===== config.mk =====
export PLATFORM = sky130hd
export DESIGN_NAME = tick_scheduler
export DESIGN_NICKNAME = d
export VERILOG_FILES = /design/src/rtl/tick_scheduler.sv
export SDC_FILE = /design/constraint.sdc
export NUM_CORES = 1
export LEC_CHECK = 0
export BUFFER_PORTS_ARGS = -buffer_cell sky130_fd_sc_hd__buf_2
export CELL_PAD_IN_SITES_DETAIL_PLACEMENT = 0
export CELL_PAD_IN_SITES_GLOBAL_PLACEMENT = 1
export CORE_MARGIN = 4
export CORE_UTILIZATION = 44
export DETAILED_ROUTE_END_ITERATION = 10
export MAX_ROUTING_LAYER = met4
export PLACE_DENSITY_LB_ADDON = 0.1
export SYNTH_ARGS = -nofsm -noshare
export SYNTH_HDL_FRONTEND = slang
export SYNTH_SLANG_ARGS = --single-unit

===== constraint.sdc =====
create_clock -name clk -period 2.5 [get_ports clk]
set_input_delay 0.125 -clock clk [delete_from_list [all_inputs] [get_ports clk]]
set_output_delay 0.125 -clock clk [all_outputs]
set_load 0.05 [all_outputs]

===== src/rtl/tick_scheduler.sv =====
// Multi-channel tick scheduler: one shared prescaler divides clk down to a base
// tick, and each channel counts base ticks down to a one-cycle expiry pulse.
// Expiries are collected into sticky write-1-to-clear interrupt flags.
//
// Channel states:
//   state   | meaning
//   --------+-----------------------------------------------------------
//   ST_IDLE | channel stopped, counter ignored, prescaler not requested
//   ST_RUN  | channel counting base ticks, pulses when the count expires
module tick_scheduler #(
    parameter int CLK_FREQ = 12_000_000,
    parameter int TICK_HZ  = 1000,
    parameter int NUM_CH   = 4,
    parameter int PERIOD_W = 16,
    localparam int CH_W    = (NUM_CH > 1) ? $clog2(NUM_CH) : 1
) (
    input  logic                clk,
    input  logic                rst_n,
    input  logic                wr_en,
    input  logic [CH_W-1:0]     wr_ch,
    input  logic [PERIOD_W-1:0] wr_period,
    input  logic                wr_oneshot,
    input  logic [NUM_CH-1:0]   start,
    input  logic [NUM_CH-1:0]   stop,
    input  logic [NUM_CH-1:0]   irq_clr,
    output logic                tick_out,
    output logic [NUM_CH-1:0]   ch_pulse,
    output logic [NUM_CH-1:0]   ch_active,
    output logic [NUM_CH-1:0]   irq_status,
    output logic                irq
);

    localparam int DIV  = CLK_FREQ / TICK_HZ;
    localparam int PC_W = $clog2(DIV);
    localparam logic [PC_W-1:0] PC_LAST = PC_W'(DIV - 1);

    typedef enum logic {
        ST_IDLE = 1'b0,
        ST_RUN  = 1'b1
    } state_e;

    state_e              state_q    [NUM_CH];
    state_e              state_d    [NUM_CH];
    logic [PERIOD_W-1:0] cnt_q      [NUM_CH];
    logic [PERIOD_W-1:0] cnt_d      [NUM_CH];
    logic [PERIOD_W-1:0] period_q   [NUM_CH];
    logic [PERIOD_W-1:0] eff_period [NUM_CH];
    logic [NUM_CH-1:0]   oneshot_q;
    logic [NUM_CH-1:0]   run_vec;
    logic [NUM_CH-1:0]   pulse_d;
    logic [NUM_CH-1:0]   pulse_q;
    logic [NUM_CH-1:0]   irq_status_d;
    logic [NUM_CH-1:0]   irq_status_q;
    logic [PC_W-1:0]     pc_q;
    logic [PC_W-1:0]     pc_d;
    logic                runs;
    logic                tick;

    // Period seen by a start: a write to the same channel in the same cycle wins.
    always_comb begin
        for (int i = 0; i < NUM_CH; i++) begin
            eff_period[i] = period_q[i];
            if (wr_en && (wr_ch == CH_W'(i))) begin
                eff_period[i] = wr_period;
            end
            run_vec[i] = (state_q[i] == ST_RUN);
        end
    end

    assign runs = |run_vec;
    assign tick = runs && (pc_q == PC_LAST);

    // Prescaler next value: free-runs only while some channel needs it.
    always_comb begin
        pc_d = '0;
        if (runs) begin
            pc_d = (pc_q == PC_LAST) ? '0 : pc_q + PC_W'(1);
        end
    end

    // Channel next-state: stop beats start, start beats a coincident tick.
    always_comb begin
        for (int i = 0; i < NUM_CH; i++) begin
            state_d[i] = state_q[i];
            cnt_d[i]   = cnt_q[i];
            pulse_d[i] = 1'b0;
            case (state_q[i])
                ST_IDLE: begin
                    if (start[i] && !stop[i] && (eff_period[i] != '0)) begin
                        state_d[i] = ST_RUN;
                        cnt_d[i]   = eff_period[i];
                    end
                end
                ST_RUN: begin
                    if (stop[i]) begin
                        state_d[i] = ST_IDLE;
                    end else if (start[i]) begin
                        // A restart with a zero period has nothing to count.
                        if (eff_period[i] != '0) begin
                            cnt_d[i] = eff_period[i];
                        end else begin
                            state_d[i] = ST_IDLE;
                        end
                    end else if (tick) begin
                        if (cnt_q[i] == PERIOD_W'(1)) begin
                            pulse_d[i] = 1'b1;
                            // Reload uses the stored period; zero means stop.
                            if (oneshot_q[i] || (period_q[i] == '0)) begin
                                state_d[i] = ST_IDLE;
                            end else begin
                                cnt_d[i] = period_q[i];
                            end
                        end else if (cnt_q[i] > PERIOD_W'(1)) begin
                            cnt_d[i] = cnt_q[i] - PERIOD_W'(1);
                        end
                    end
                end
                default: begin
                    state_d[i] = ST_IDLE;
                end
            endcase
        end
    end

    // Sticky flags: a new expiry outranks a same-cycle clear.
    always_comb begin
        irq_status_d = (irq_status_q & ~irq_clr) | pulse_d;
    end

    // Channel state, counters, pulses, flags and prescaler registers.
    always_ff @(posedge clk or negedge rst_n) begin
        if (!rst_n) begin
            for (int i = 0; i < NUM_CH; i++) begin
                state_q[i] <= ST_IDLE;
                cnt_q[i]   <= '0;
            end
            pulse_q      <= '0;
            irq_status_q <= '0;
            pc_q         <= '0;
        end else begin
            for (int i = 0; i < NUM_CH; i++) begin
                state_q[i] <= state_d[i];
                cnt_q[i]   <= cnt_d[i];
            end
            pulse_q      <= pulse_d;
            irq_status_q <= irq_status_d;
            pc_q         <= pc_d;
        end
    end

    // Configuration registers: period and mode per channel.
    always_ff @(posedge clk or negedge rst_n) begin
        if (!rst_n) begin
            for (int i = 0; i < NUM_CH; i++) begin
                period_q[i] <= '0;
            end
            oneshot_q <= '0;
        end else begin
            for (int i = 0; i < NUM_CH; i++) begin
                if (wr_en && (wr_ch == CH_W'(i))) begin
                    period_q[i]  <= wr_period;
                    oneshot_q[i] <= wr_oneshot;
                end
            end
        end
    end

    assign tick_out   = tick;
    assign ch_pulse   = pulse_q;
    assign ch_active  = run_vec;
    assign irq_status = irq_status_q;
    assign irq        = |irq_status_q;

endmodule


==> flow_summary.yaml <==
yosys:
  synth_cells: 908
  syn_nets: 951
  yosys_most_used_dff: "dfrtp_1"
  synth_top_cell_area_share: 0.440
  synthArstFlopShare: 1.00
  ys_types: 73
  synth_edf_count: 0
  synth_area_leader_cell: "dfrtp_1"
  yosysSeqAreaShare: 0.440
  synthMuxAreaShare: 0.163
  synth_adder_area_share: 0.0125
  synth_xor_xnor_area_share: 0.0390
  synth.ff_latch_count: 158
  synth_compound_area_frac: 0.129
  synthSimpleGateAreaFrac: 0.184
  syn_avg_cell_area_sq_um: 9.89
  synth_top_family_by_area: "simple AND/OR/NAND/NOR gates"
  syn_area_sq_um: 8980
  synth.area.top_cells: "dfrtp_1 (44%), mux2_2 (14%), nor2_1 (3.5%), o21ai_0 (3.1%), nand2_1 (3.0%)"
  yosys_warnings: 0
pwr:
  power_density_nw_per_um2: 826
  leakagePower_uw: 0.00491
  ir_worst_vdd_mv: 0.493
  fin_total_pwr_uw: 9360
route:
  wirelength_um: 27900
  route.detailed.wl_per_inst_um: 20.6
  num_vias: 7880
  drt_pass1_iterations: 5
  vias_per_cell: 5.82
  ant_nets: 0
  drc: 0
  dr.first_iter.drc_count: 488
clock_network:
  clock_path_buffers: 2
  cts_tree: "built"
  path_clk_slew_ns: 0.06
  htree_levels: 4
  clkLatencyLatePin_ns: 0.43
  cts_made_buffers: 17
  cts_root_buf: "clkbuf_16"
  clkSinkCount: 158
die:
  rows: 51
  die_w_um: 151
  core_sq_um: 19800
  io_pins: 48
  die_h_um: 151
  start_util: 0.454
  die_area_sq_um: 22800
global_routing:
  grt_pass1_vias: 7916
  track_usage: 0.259
  grt_overflow: 0
  antenna_found_initial: 0
  grt_max_degree: 72
  grt_first_pass_wirelength_um: 44000
place:
  port_buffers: 47
  place.gp.congestion: 0.890
  post-dp-hpwl_um: 19700
  dp_cells: 1306
final_layout:
  nNetsFinal: 1119
  final_cells: 1354
  layout_common_cells: "dfrtp_1 (158), buf_4 (129), mux2_2 (111)"
  diodes: 0
  layout_commonest_cell: "dfrtp_1"
  area_growth_pct: 26.2
  drive_gt1_frac: 0.327
sta:
  fin_crit_ns: 2.40
  finalMaxSlewViolations: 0
  finClkSkew_ns: 0.0108
  timing.fmax_ghz: 0.417
  final_hold_viol_count: 0
  period_share: 0.960
  slew_headroom: 0.495
  tightest_slew_ns: 0.751
  setup_viol: 0
min_path:
  hold_path_class: "in2reg"
worst_setup_path:
  critical_path_class: "reg2reg"
  required_ns: 2.81
  start_kind: "register"
  crit_fanout: 12
  end_kind: "register"
  cp.arrival_ns: 2.71
run_status:
  status: "finished clean"
flow_run:
  drv_cap: 0
-- sequential cells by signal (all words and copies together), names as in the netlist --
register and cells:
cnt_q 64, ch_active 4, pc_q 14, period_q 64, irq_status 4, ch_pulse 4
oneshot_q 4
-- metrics by stage --
step / setup TNS (ns) / util / hold WS, ns / instance area [sq um] / worst slack, ns
floorplan: 0 / - / -0.171 / 8990 / 0.0357
CTS: 0 / 0.567 / 0.00643 / 11200 / 0.0150
detailed placement: -6.00 / 0.526 / 0.200 / 10400 / -0.263
global route: -0.0150 / 0.573 / 0.0269 / 11300 / -0.0127
global placement: -4.84 / 0.526 / 0.196 / 10400 / -0.180
finish: 0 / 0.573 / 0.0101 / 11300 / 0.0995
-- where the power goes --
group	switching, uW	internal [uW]	leakage [uW]
registers	518	3110	0.00192
clock network	1130	1880	0.000318
logic	1320	1400	0.00268
total	2970	6390	0.00491
-- Yosys cell counts (9+ instances only) --
cell	instances
a21oi_1	33
nand4_1	9
inv_1	27
nand2_1	72
nor2_1	84
nor4_1	38
mux2_2	111
ha_1	9
a31oi_1	19
xnor2_1	21
nand3_1	22
xor2_1	19
or3_1	10
o21ai_0	56
nand2b_1	10
mux2i_1	21
dfrtp_1	158
nor3_1	21
clkbuf_1	32
-- path summary, 6_finish.rpt --
kind / start / to / slack [ns] / cells past startpoint
min: wr_oneshot / oneshot_q[0] / 0.01 / 3
max in group asynchronous: rst_n / pc_q[10] / 1.46 / 3
max reg2reg: period_q[43] / cnt_q[42] / 0.1 / 8
min reg2reg: oneshot_q[3] / oneshot_q[3] / 0.53 / 1
min in group asynchronous: rst_n / period_q[4] / 0.29 / 2
max: period_q[43] / cnt_q[42] / 0.1 / 8
-- timing repair --
action	4_1_cts	5_1_grt
endpoints found under the hold margin	78	0
gates cloned	0	1
pin swaps	1	1
hold buffers	10	0
resized for setup	4	19
buffers inserted	1	4
endpoints found under the setup margin	33	54
-- metal layers --
| metal | up-vias | global-route usage | part of all wire |
|---|---|---|---|
| met2 | 228 | 0.399 | 0.46 |
| met3 | 45 | 0.0431 | 0.048 |
| met1 | 3928 | 0.349 | 0.46 |
| met5 | - | - | 0 |
| li1 | 3679 | - | - |
| met4 | 0 | 0.0857 | 0.033 |
-- cells by family (layout without fill, tap and decap cells) --
family,Yosys count,after routing
buf+inv,71,252
fa+ha+maj,9,9
mux,132,132
flops,158,158
compound gates,179,179
xor+xnor,40,40
simple gates,319,319
-- worst max-delay path, stage by stage (launching register included) --
cell and delay, ns:
dfrtp_1 0.40, nor4_1 0.47, buf_4 0.19, and4_1 0.25
mux2i_1 0.11, and3b_1 0.19, or2_4 0.28, buf_12 0.16
a32o_1 0.22
-- area by class of cell --
| cell class | instances | area [sq um] |
|---|---|---|
| Sequential cell | 158 | 3950 |
| Clock inverter | 13 | 235 |
| Multi-Input combinational cell | 679 | 4830 |
| Tap cell | 265 | 332 |
| Fill cell | 1747 | 8450 |
| Inverter | 27 | 101 |
| Timing Repair Buffer | 193 | 1440 |
| Clock buffer | 19 | 433 |
Note: power is estimated with default switching activity, not from simulation.
